**config.mk**
```make
export PLATFORM = sky130hd
export DESIGN_NAME = stopwatch_ctrl
export DESIGN_NICKNAME = d
export VERILOG_FILES = /design/src/rtl/stopwatch_ctrl_pkg.sv /design/src/rtl/stopwatch_ctrl_edge_sync.sv /design/src/rtl/stopwatch_ctrl.sv
export SDC_FILE = /design/constraint.sdc
export NUM_CORES = 1
export LEC_CHECK = 0
export CORE_MARGIN = 4
export CORE_UTILIZATION = 41
export CTS_CLUSTER_DIAMETER = 80
export CTS_CLUSTER_SIZE = 10
export DETAILED_ROUTE_END_ITERATION = 7
export GPL_TIMING_DRIVEN = 0
export PLACE_DENSITY = 0.77
export SETUP_SLACK_MARGIN = 0.05
export SYNTH_ARGS = -nofsm -noshare
export SYNTH_HDL_FRONTEND = slang
export SYNTH_SLANG_ARGS = --single-unit
```
**constraint.sdc**
```tcl
create_clock -name clk -period 1.7 [get_ports clk]
set_clock_uncertainty 0.1 [all_clocks]
set_input_delay 0.51 -clock clk [delete_from_list [all_inputs] [get_ports clk]]
set_output_delay 0.51 -clock clk [all_outputs]
set_load 0.02 [all_outputs]
```
**src/rtl/stopwatch_ctrl_pkg.sv**
```systemverilog
// rtl/stopwatch_ctrl_pkg.sv - shared state encoding and defaults for the stopwatch sequencer
package stopwatch_ctrl_pkg;

  localparam int STATE_W   = 3;
  localparam int LAP_W_DEF = 4;

  typedef enum logic [STATE_W-1:0] {
    ST_IDLE  = 3'd0,
    ST_RUN   = 3'd1,
    ST_LAP   = 3'd2,
    ST_PAUSE = 3'd3,
    ST_FULL  = 3'd4
  } sw_state_e;

endpackage

```
**src/rtl/stopwatch_ctrl_edge_sync.sv**
```systemverilog
// rtl/stopwatch_ctrl_edge_sync.sv - N-stage synchroniser with rising-edge output
module edge_sync #(
  parameter int STAGES = 2
) (
  input  logic clk,
  input  logic rst_n,
  input  logic d_i,
  output logic q_o,
  output logic rise_o
);

  // Fewer than two flops would not resolve metastability, so clamp upwards.
  localparam int N = (STAGES < 2) ? 2 : STAGES;

  logic [N-1:0] sync_q;
  logic         prev_q;

  always_ff @(posedge clk) begin
    if (!rst_n) begin
      sync_q <= '0;
      prev_q <= 1'b0;
    end else begin
      sync_q <= {sync_q[N-2:0], d_i};
      prev_q <= sync_q[N-1];
    end
  end

  assign q_o    = sync_q[N-1];
  assign rise_o = sync_q[N-1] & ~prev_q;

endmodule

```
**src/rtl/stopwatch_ctrl.sv**
```systemverilog
// rtl/stopwatch_ctrl.sv - run/pause/lap/clear sequencer driving the stopwatch time counter
module stopwatch_ctrl
  import stopwatch_ctrl_pkg::*;
#(
  parameter int LAP_W       = LAP_W_DEF,
  parameter int SYNC_STAGES = 2
) (
  input  logic             clk,
  input  logic             rst_n,
  input  logic             tick_100hz,
  input  logic             btn_ss,
  input  logic             btn_lap,
  input  logic             at_max,
  input  logic             blink_in,
  output logic             cnt_en,
  output logic             cnt_clr,
  output logic             disp_hold,
  output logic [LAP_W-1:0] lap_cnt,
  output logic [2:0]       state,
  output logic             led_run,
  output logic             led_flash
);

  localparam logic [LAP_W-1:0] LAP_MAX = {LAP_W{1'b1}};

  sw_state_e        state_q, state_d;
  logic             btn_ss_q, btn_lap_q;
  logic [LAP_W-1:0] lap_cnt_q;
  logic             cnt_clr_q, disp_hold_q, led_run_q, led_flash_q;
  logic             clr_d, inc_d, flash_d;
  logic             ss_rise, lap_rise, lap_ev, full_ev;
  logic             blink_s, blink_rise_unused;

  edge_sync #(.STAGES(SYNC_STAGES)) u_blink_sync (
    .clk    (clk),
    .rst_n  (rst_n),
    .d_i    (blink_in),
    .q_o    (blink_s),
    .rise_o (blink_rise_unused)
  );

  assign ss_rise  = btn_ss  & ~btn_ss_q;
  assign lap_rise = btn_lap & ~btn_lap_q;
  // Simultaneous presses resolve in favour of start/stop.
  assign lap_ev   = lap_rise & ~ss_rise;
  assign full_ev  = tick_100hz & at_max;

  always_comb begin
    state_d = state_q;
    clr_d   = 1'b0;
    inc_d   = 1'b0;
    case (state_q)
      ST_IDLE:  if (ss_rise) state_d = ST_RUN;
      ST_RUN: begin
        if (ss_rise)      state_d = ST_PAUSE;
        else if (lap_ev) begin state_d = ST_LAP; inc_d = 1'b1; end
        else if (full_ev) state_d = ST_FULL;
      end
      ST_LAP: begin
        if (ss_rise)      state_d = ST_PAUSE;
        else if (lap_ev) begin state_d = ST_RUN; inc_d = 1'b1; end
        else if (full_ev) state_d = ST_FULL;
      end
      ST_PAUSE: begin
        if (ss_rise)     state_d = ST_RUN;
        else if (lap_ev) begin state_d = ST_IDLE; clr_d = 1'b1; end
      end
      ST_FULL:  if (lap_ev) begin state_d = ST_IDLE; clr_d = 1'b1; end
      default:  state_d = ST_IDLE;
    endcase
  end

  always_comb begin
    flash_d = blink_s;
    case (state_d)
      ST_IDLE:        flash_d = 1'b0;
      ST_RUN, ST_LAP: flash_d = 1'b1;
      default:        flash_d = blink_s;
    endcase
  end

  always_ff @(posedge clk) begin
    if (!rst_n) begin
      state_q     <= ST_IDLE;
      btn_ss_q    <= 1'b1;
      btn_lap_q   <= 1'b1;
      lap_cnt_q   <= '0;
      cnt_clr_q   <= 1'b0;
      disp_hold_q <= 1'b0;
      led_run_q   <= 1'b0;
      led_flash_q <= 1'b0;
    end else begin
      state_q     <= state_d;
      btn_ss_q    <= btn_ss;
      btn_lap_q   <= btn_lap;
      if (clr_d)
        lap_cnt_q <= '0;
      else if (inc_d && lap_cnt_q != LAP_MAX)
        lap_cnt_q <= lap_cnt_q + 1'b1;
      cnt_clr_q   <= clr_d;
      disp_hold_q <= (state_d == ST_LAP);
      led_run_q   <= (state_d == ST_RUN) || (state_d == ST_LAP);
      led_flash_q <= flash_d;
    end
  end

  assign cnt_en    = tick_100hz & ((state_q == ST_RUN) | (state_q == ST_LAP)) & ~at_max;
  assign cnt_clr   = cnt_clr_q;
  assign disp_hold = disp_hold_q;
  assign lap_cnt   = lap_cnt_q;
  assign state     = state_q;
  assign led_run   = led_run_q;
  assign led_flash = led_flash_q;

endmodule

```
* Yosys cells after proc, flatten, opt, wreduce, memory -nomap -nowiden
Index checks and enable logic that the tools add are counted.
** Operators by class
- Add/sub/neg operators :: 1
- Equal/unequal tests :: 7
- Muxes and demuxes :: 14
- Bitwise gates (word level) :: 12
- Reduce and logical (&&, ||, !) cells :: 7
** Operators by type and width (number)
- 2-to-1 mux 3 bit :: 8
- case mux 3 bit (5 select lines) :: 1
- equality test 3 x 2 -> 1 bit, second input constant :: 3
- bitwise AND 1 bit :: 6
- equality test 3 x 1 -> 1 bit, second input constant :: 2
- zero test 3 bit :: 2
- OR reduction 2 bit :: 3
- inverter 1 bit :: 5
- adder 4 x 1 -> 4 bit, second input constant :: 1
- inequality test 4 bit, second input constant :: 1
- case mux 1 bit (2 select lines) :: 2
- equality test 3 bit, second input constant :: 1
- 2-to-1 mux 1 bit :: 3
- logical AND 1 bit :: 1
- logical OR 1 bit :: 1
- bitwise OR 1 bit :: 1
** Word-level totals
- Flip-flop bits (word level) :: 15
- Input port bits :: 7
- Output and inout bits :: 12
- Logic and storage cells :: 50

* Longest topological paths before layout
Gate-level depths: netlist (run 1).
- Depth after elaboration :: 10
- Depth in mapped cells :: 6
- Gate-level depth less buffers :: 5

* Cells and area by module
From an unflattened synthesis (run 1), not the netlist that was laid out.
** Second synthesis, totals
- Cells, all modules :: 96
- Area, all modules :: 809.5 um^2
** By module, submodules not included
- stopwatch_ctrl :: instances 1, cells an instance 89, area an instance 716.9 um^2, seq. area each 260.2 um^2
- edge_sync :: instances 1, cells an instance 7, area an instance 92.6 um^2, seq. area each 60.1 um^2

* Worst setup path before layout (run 1)
OpenSTA, ideal clock, no wires.
- Kind :: register -> output
- Start point :: reg state_q[1] (netlist: state[1])
- End point :: out cnt_en
- Arrival :: 1427 ps
- Data required time :: 1090 ps
- Setup slack :: -337 ps
- Stages on the path, launching flop included :: 3
- Path buffers :: 0
- Cells stage by stage :: dfxtp_1 xnor2_1 nor4b_1
** On the way
- Cells in the longest elaborated chain, start to end :: 4
- Elaborated cells on any way between the ends :: 5
- Classes of those cells :: 2 x eq/ne; 3 x bitwise
** Ends and longest elaborated chain
- start: declaration :: line stopwatch_ctrl.sv:26 : sw_state_e state_q, state_d;
- start signal: assignment :: line stopwatch_ctrl.sv:93 : state_q <= state_d;
- equality test 3 x 1 -> 1 bit / equality test 3 x 2 -> 1 bit (equally long branches) :: line stopwatch_ctrl.sv:107 : assign cnt_en = tick_100hz & ((state_q == ST_RUN) | (state_q == ST_LAP)) & ~at_max;
- bitwise OR 1 bit (*) :: line stopwatch_ctrl.sv:107
- bitwise AND 1 bit (*) (2 in series) :: line stopwatch_ctrl.sv:107
- end: declaration :: line stopwatch_ctrl.sv:15 : output logic cnt_en,
Every way passes the cells marked *; elsewhere a longest branch is shown, timed or not.

* Worst setup path after layout (run 1)
- Start point :: in at_max
- End point :: out cnt_en
** On the way
- Cells in the longest elaborated chain, start to end :: 2
** Ends and longest elaborated chain
- start: declaration :: line stopwatch_ctrl.sv:13 : input logic at_max,
- inverter 1 bit :: line stopwatch_ctrl.sv:107
- bitwise AND 1 bit :: line stopwatch_ctrl.sv:107
No other way between the ends.

==> impl_summary.log, run 1 <==
INFO  metric status = finished, violations left
INFO  metric failed_checks = negative setup slack
INFO  metric cts_root_buf = sky130_fd_sc_hd__clkbuf_4
INFO  metric number_of_instances_in_the_synthesized_netlist = 80
INFO  metric final.hold.worst_slack = 347 ps
INFO  metric rsz0062_at_grt = yes
INFO  metric worst-path-max-fanout = 2
INFO  metric yosys_register_bits = 15
INFO  metric fillers = 133
INFO  metric die_x = 49.9 um
INFO  metric ff_to_ff_path_depth = 5
INFO  metric setup.worst_path.end_class = output pin
INFO  metric drive_above_1_share = 33.3%
INFO  metric postSynthAreaPerCell = 8.99 sq um
INFO  metric synth_nets = 88
INFO  metric grt_use_total = 15.9%
INFO  metric initial_core_util = 45.6%
INFO  metric max_root_sink_buffers = 2
INFO  metric fp.dieArea = 0.00249 sq mm
INFO  metric wl_per_cell = 14.2 um
INFO  metric largest_net_degree_at_the_start_of_global_routing = 11
INFO  metric placement.cell_area = 943 sq um
INFO  metric ctsHtreeMaxLevel = 1
INFO  metric netSwitchingFraction = 24.4%
INFO  metric maxCapViolations = 0
INFO  metric period_share = 107%
INFO  metric cp_cell_sequence = dlygate4sd2_1 > nor4b_4 > buf_4
INFO  metric design_area = 0.00108 sq mm
INFO  metric relSlewSlack = 73.6%
INFO  metric grt_pass1_wl = 3080 um
INFO  metric crit_slowest_cell = sky130_fd_sc_hd__dlygate4sd2_1
INFO  metric ys_seq_area_share = 41.7%
INFO  metric vias = 684
INFO  metric share_comb_of_total_power = 16.9%
INFO  metric cts_tree = yes
INFO  metric portBuffers = 18
INFO  metric worst_r2r_start = state[0]$_SDFF_PN0_
INFO  metric max_freq = 548 MHz
INFO  metric cts_hold_buf = 0
INFO  metric seqPwrFrac = 54.7%
INFO  metric worst_ep_required_time = 1090 ps
INFO  metric p_sw = 163 uW
INFO  metric hold_class = register to register
INFO  metric synth.largest_area_cell = sky130_fd_sc_hd__dfxtp_1
INFO  metric nNetsFinal = 117
INFO  metric worst-setup-path-type = primary input to output pin
INFO  metric die_height = 49.9 um
INFO  metric setup_slack = -125 ps
INFO  metric leakage = 0.457 nW
INFO  metric finalHoldViolCount = 0
INFO  metric reg2reg_to = led_flash$_SDFF_PN0_
INFO  metric antenna_found_initial = 0
INFO  metric total_power = 669 uW
INFO  metric cts.reportedPaths.clkPinSlew = 80 ps
INFO  metric synth_warnings = 0
INFO  metric power_per_cell_area = 619 mW/mm^2
INFO  metric io-pin-count = 19
INFO  metric final_period_minus_worst_setup_slack = 1820 ps
INFO  metric hpwl = 1180 um
INFO  metric drc_errors = 0
INFO  metric cts_made_buffers = 3
INFO  metric synth_cell_type_count = 33
INFO  metric critical_path_destination = cnt_en
INFO  metric reg_to_reg_setup_timing_slack = 40 ps
INFO  metric synthTopCellsByArea = sky130_fd_sc_hd__dfxtp_1 (42%), sky130_fd_sc_hd__nand2_1 (3.7%), sky130_fd_sc_hd__nor2_1 (3.7%)
INFO  metric power.share.clock = 28.4%
INFO  metric core_area = 0.00158 sq mm
INFO  metric final_common_cell = sky130_fd_sc_hd__dfxtp_1
INFO  metric drt-pass1-iter-count = 4
INFO  metric number_of_design_rule_violations_left_by_the_first_detailed_router_iteration = 7
INFO  metric timing.final.max_slew_violations = 0
INFO  metric clock_latency = 270 ps
INFO  metric ant_nets = 0
INFO  metric overflow = 0
INFO  metric critical_path_start_type = primary input
INFO  metric synth_largest_type_area_fraction = 41.7%
INFO  metric place.gp.congestion = 0.731
INFO  metric vias_in_the_first_global_route = 715
INFO  metric timing.critical_path.slowest_cell_delay = 270 ps
INFO  metric antenna_cells = 0
INFO  metric cts.sink_count = 15
INFO  metric synthToLayoutAreaGrowth = 50.3%
INFO  metric vdd_ir_drop_max = 0.578 mV
INFO  metric most-common-layout-cells = sky130_fd_sc_hd__dfxtp_1 (12), sky130_fd_sc_hd__dlygate4sd2_1 (8), sky130_fd_sc_hd__nor2_1 (7), sky130_fd_sc_hd__buf_4 (7), sky130_fd_sc_hd__nand2_1 (6)
INFO  metric worst_slack_placed = -777 ps
INFO  metric route.final.wire_length = 1770 um
INFO  metric final_count_of_negative_setup_slack_endpoints = 1
INFO  metric power_report.internal_total = 506 uW
INFO  metric worst_pin_slew = 393 ps
INFO  metric worstSetupStartpoint = at_max
INFO  metric route.detailed.vias_per_inst = 5.52
INFO  metric arrival_time_reported_for_the_critical_path_endpoint = 1210 ps
INFO  metric placement_rows = 14
INFO  metric synthesis.area = 719 sq um
==> flip-flops by register name, summed over array words and instances (netlist names) <==
register	count
btn_lap_q	1
led_run	1
led_flash	1
lap_cnt	4
state	3
u_blink_sync.sync_q	2
btn_ss_q	1
disp_hold	1
cnt_clr	1
==> worst max-delay path, delay by kind of cell <==
kind                   cells  cell delay (ps)
AND/OR/NAND/NOR            1              260
buffers and inverters      2              450
==> synthesized netlist by cell type, drive strengths merged <==
master and instances:
nand3 2, and3 2, buf 3, nor2b 3
and2b 1, a311oi 1, a21oi 3, or4 1
nand2b 4, nand2 7, o211ai 2, nand3b 1
nor2 7, nand4 2, o22ai 2, a221oi 1
and2 3, o21ai 2, xor2 2, ha 1
o2bb2ai 1, o31ai 1, mux2i 1, nor4b 1
o311ai 1, nor3b 1, inv 4, dfxtp 15
nor4 2, xnor2 3
==> routing by layer <==
metal	vias up	wire length, um	part of all wire (%)	track usage, %
li1	341	-	-	-
met1	318	718	41	16.6
met2	17	923	52	28.0
met3	8	80	4.5	6.33
met4	0	42	2.4	6.45
met5	-	0	0	0
==> worst min-delay path by stage <==
stage / from / endpoint / depth (start not counted)
2_1_floorplan: u_blink_sync.sync_q[0]$_SDFF_PN0_ / u_blink_sync.sync_q[1]$_SDFF_PN0_ / 1
3_3_place_gp: u_blink_sync.sync_q[0]$_SDFF_PN0_ / u_blink_sync.sync_q[1]$_SDFF_PN0_ / 1
3_5_place_dp: u_blink_sync.sync_q[0]$_SDFF_PN0_ / u_blink_sync.sync_q[1]$_SDFF_PN0_ / 1
4_1_cts: btn_ss / btn_ss_q$_SDFF_PN1_ / 2
5_1_grt: btn_ss / btn_ss_q$_SDFF_PN1_ / 2
6_report: u_blink_sync.sync_q[0]$_SDFF_PN0_ / u_blink_sync.sync_q[1]$_SDFF_PN0_ / 1
==> repair_timing <==
item | CTS | global route
gates cloned | 1 | 0
setup endpoints to repair | 22 | 15
resized for setup | 40 | 14
pin swaps | 6 | 3
buffers inserted | 4 | 1
==> power groups by stage <==
stage               combinational, mW  sequential [mW]  clock (mW)
floorplan                      0.0456            0.380           0
global placement               0.0880            0.374           0
detailed placement             0.0895            0.374           0
CTS                             0.108            0.366       0.195
global route                    0.122            0.367       0.214
finish                          0.113            0.366       0.190
==> logic make-up (layout without fill, tap and decap cells) <==
kind of cell | count (synthesis) | in the layout | share of synthesized area (%)
buffers and inverters | 7 | 35 | 5.56
flip-flops | 15 | 15 | 41.7
AO/OA/AOI/OAI | 14 | 14 | 14.3
AND/OR/NAND/NOR | 37 | 37 | 29.2
multiplexers | 1 | 1 | 1.39
XOR/XNOR | 5 | 5 | 6.09
adder cells (fa/ha/maj) | 1 | 1 | 1.74
==> layout make-up <==
cell class / count / area [sq um] / area share [%]
timing repair buffer: 24 / 188 / 17.4
sequential: 15 / 307 / 28.4
multi-input combinational: 58 / 490 / 45.4
tap: 16 / 20.0 / 1.85
buffer: 3 / 31.3 / 2.89
inverter: 4 / 18.8 / 1.74
clock buffer: 4 / 26.3 / 2.43
==> per-stage QoR <==
stage	utilization, %	instances	setup TNS [ps]
5_1_grt	68.6	124	-245
4_1_cts	68.1	123	-120
2_1_floorplan	-	80	-18.9
3_5_place_dp	59.8	114	-5580
3_3_place_gp	59.8	114	-5410
6_report	68.6	124	-125
Note: power is estimated with default switching activity, not from simulation.
==> inputs of run 2 (changes only) <==
SLEW_MARGIN = 20   (was not set)
==> results of run 2 <==
Final layout, timing and power as in run 1 (identical DEF).
==> inputs of run 3 (changes only) <==
TNS_END_PERCENT = 100   (was not set)
==> results of run 3 <==
Final layout, timing and power as in run 1 (identical DEF).
==> RTL edit (flow settings as in run 1) <==
Make the reset (`rst_n`) asynchronous in 2 clocked blocks.
--- a/src/rtl/stopwatch_ctrl_edge_sync.sv
+++ b/src/rtl/stopwatch_ctrl_edge_sync.sv
@@ -15,7 +15,7 @@
   logic [N-1:0] sync_q;
   logic         prev_q;
 
-  always_ff @(posedge clk) begin
+  always_ff @(posedge clk or negedge rst_n) begin
     if (!rst_n) begin
       sync_q <= '0;
       prev_q <= 1'b0;
--- a/src/rtl/stopwatch_ctrl.sv
+++ b/src/rtl/stopwatch_ctrl.sv
@@ -79,7 +79,7 @@
     endcase
   end
 
-  always_ff @(posedge clk) begin
+  always_ff @(posedge clk or negedge rst_n) begin
     if (!rst_n) begin
       state_q     <= ST_IDLE;
       btn_ss_q    <= 1'b1;
Function: differs if rst_n is asserted again (counterexample within 4 cycles, from zero or initial values and one cycle with rst_n low); with rst_n held inactive, the same outputs for 10 cycles.
==> RTL edit against run 1 <==
  * The run still ends with negative setup slack left
  * Sequential cell count stayed put
  * Setup slack worse by 0.17 ns
  * Non-clock buffer count is 3 higher
  * Design area is 9.7% higher
  * Routed wire length is 1.5% lower
  * Worst hold slack worse by 0.082 ns
  * Highest routed layer unchanged
  * Critical path depth is 1 higher
  * Area after synthesis is 8.5% higher
Power is not compared: it rests on default switching activity, and its combinational part moved more than twofold at a synthesized area within 25%.
==> RTL edit: results (changes against run 1) <==
Run status: complete, but fails checks (unchanged). Failing checks: negative setup slack (unchanged). The worst hold path depth came out at 0 (was 1). The synthesized netlist net count came to 77 (was 88). The sum of net half-perimeters after detailed placement came to 1.13 mm (was 1.18 mm). The clock network area share is 2.32% (was 2.43%). The slew at the pin with the worst max-slew slack came to 0.677 ns (was 0.393 ns).

The pre-CTS setup slack is -0.727 ns (was -0.777 ns). The most instantiated flip-flop cell in the synthesis netlist is sky130_fd_sc_hd__dfrtp_1 (was sky130_fd_sc_hd__dfxtp_1). The post-synthesis share of cell area spent on xor and xnor gates came to 6.73% (was 6.09%). The proportion of cell area occupied by registers was 32.1% (was 28.4%). The global router's overall resource usage came to 14.9% (was 15.9%). Ranking of synthesized cells by instance count: sky130_fd_sc_hd__dfrtp_1, sky130_fd_sc_hd__nor2_1, sky130_fd_sc_hd__nand2_1 (was sky130_fd_sc_hd__dfxtp_1, sky130_fd_sc_hd__nand2_1, sky130_fd_sc_hd__nor2_1). The number of multi-input combinational cells in the layout was 45 (was 58). The tightest hold margin is 0.265 ns (was 0.347 ns). The final instance area is 1190 um^2 (was 1080 um^2). The summed negative setup slack over all endpoints came out at -0.298 ns (was -0.125 ns).

The filler cell count in the final layout is 162 (was 133). The number of cell instances on the worst register-to-register path came out at 7 (was 5). The net count of the finished layout came out at 108 (was 117).

The wire length of the first global-routing pass came out at 2.98 mm (was 3.08 mm). The total placed instance area came out at 1030 um^2 (was 943 um^2). The origin of the critical flop-to-flop path is state[0] (unchanged). The wire length on met1 is 746 um (was 718 um). The sum of met3 wire segment lengths after detailed routing was 86 um (was 80 um). The DRC violation total after the first TritonRoute iteration is 12 (was 7).

The data arrival time of the critical path came out at 1.38 ns (was 1.21 ns). The share of final layout cell area taken by non-clock buffers came out at 24.2% (was 20.3%). The met2 track utilization from global routing is 25.8% (was 28.0%).

The compound-cell area share of the yosys netlist came out at 14.3% (about the same). The total placed cells including tap cells came out at 112 (was 114). The critical path's top delay family was flip-flops (was buffers and inverters). The least setup slack across all paths after layout came out at -0.294 ns (was -0.125 ns). The library cell contributing the largest single delay on the critical path is sky130_fd_sc_hd__dfrtp_2 (was sky130_fd_sc_hd__dlygate4sd2_1). The minimum clock period came to 1.99 ns (was 1.82 ns). The fraction of layout instances using a drive strength above 1 is 46.5% (was 33.3%). The routed length on met2 came out at 894 um (was 923 um). The via count of the first global-routing pass is 686 (was 715). The biggest cell delay along the critical path is 0.42 ns (was 0.27 ns). The flop-to-flop setup slack is 0 ns (was 0.04 ns). The total routed wirelength is 1.74 mm (was 1.77 mm). The register area share after synthesis was 48.4% (was 41.7%).

The final worst-path cycle share was 117% (was 107%). The final-report setup violation count came to 2 (was 1). The multi-input gate area in the final layout is 442 um^2 (was 490 um^2).

The met3 usage came out at 4.30% (was 6.33%). The launching element of the worst setup path was state[1] (was at_max). The worst reg2reg path endpoint is led_flash (unchanged).
## RTL edit: cell count changes after synthesis, moves of 2 or more
cell,before,now
sky130_fd_sc_hd__dfxtp_1,15,0
sky130_fd_sc_hd__dfrtp_1,0,13
sky130_fd_sc_hd__and2_1,3,0
sky130_fd_sc_hd__nand2_1,7,4
sky130_fd_sc_hd__nor2b_1,3,0
sky130_fd_sc_hd__buf_2,2,0
sky130_fd_sc_hd__buf_6,0,2
sky130_fd_sc_hd__dfstp_2,0,2
sky130_fd_sc_hd__nand2b_1,4,2
sky130_fd_sc_hd__nand4_1,2,0
sky130_fd_sc_hd__o21ai_0,2,0
## RTL edit: what timing repair did
item | 4_1_cts | 5_1_grt
pin swaps | 9 | 10
endpoints found under the setup margin | 22 | 15
gates resized for setup | 34 | 11
hold buffers | 0 | 0
buffers inserted | 4 | 4
cloned | 0 | 1
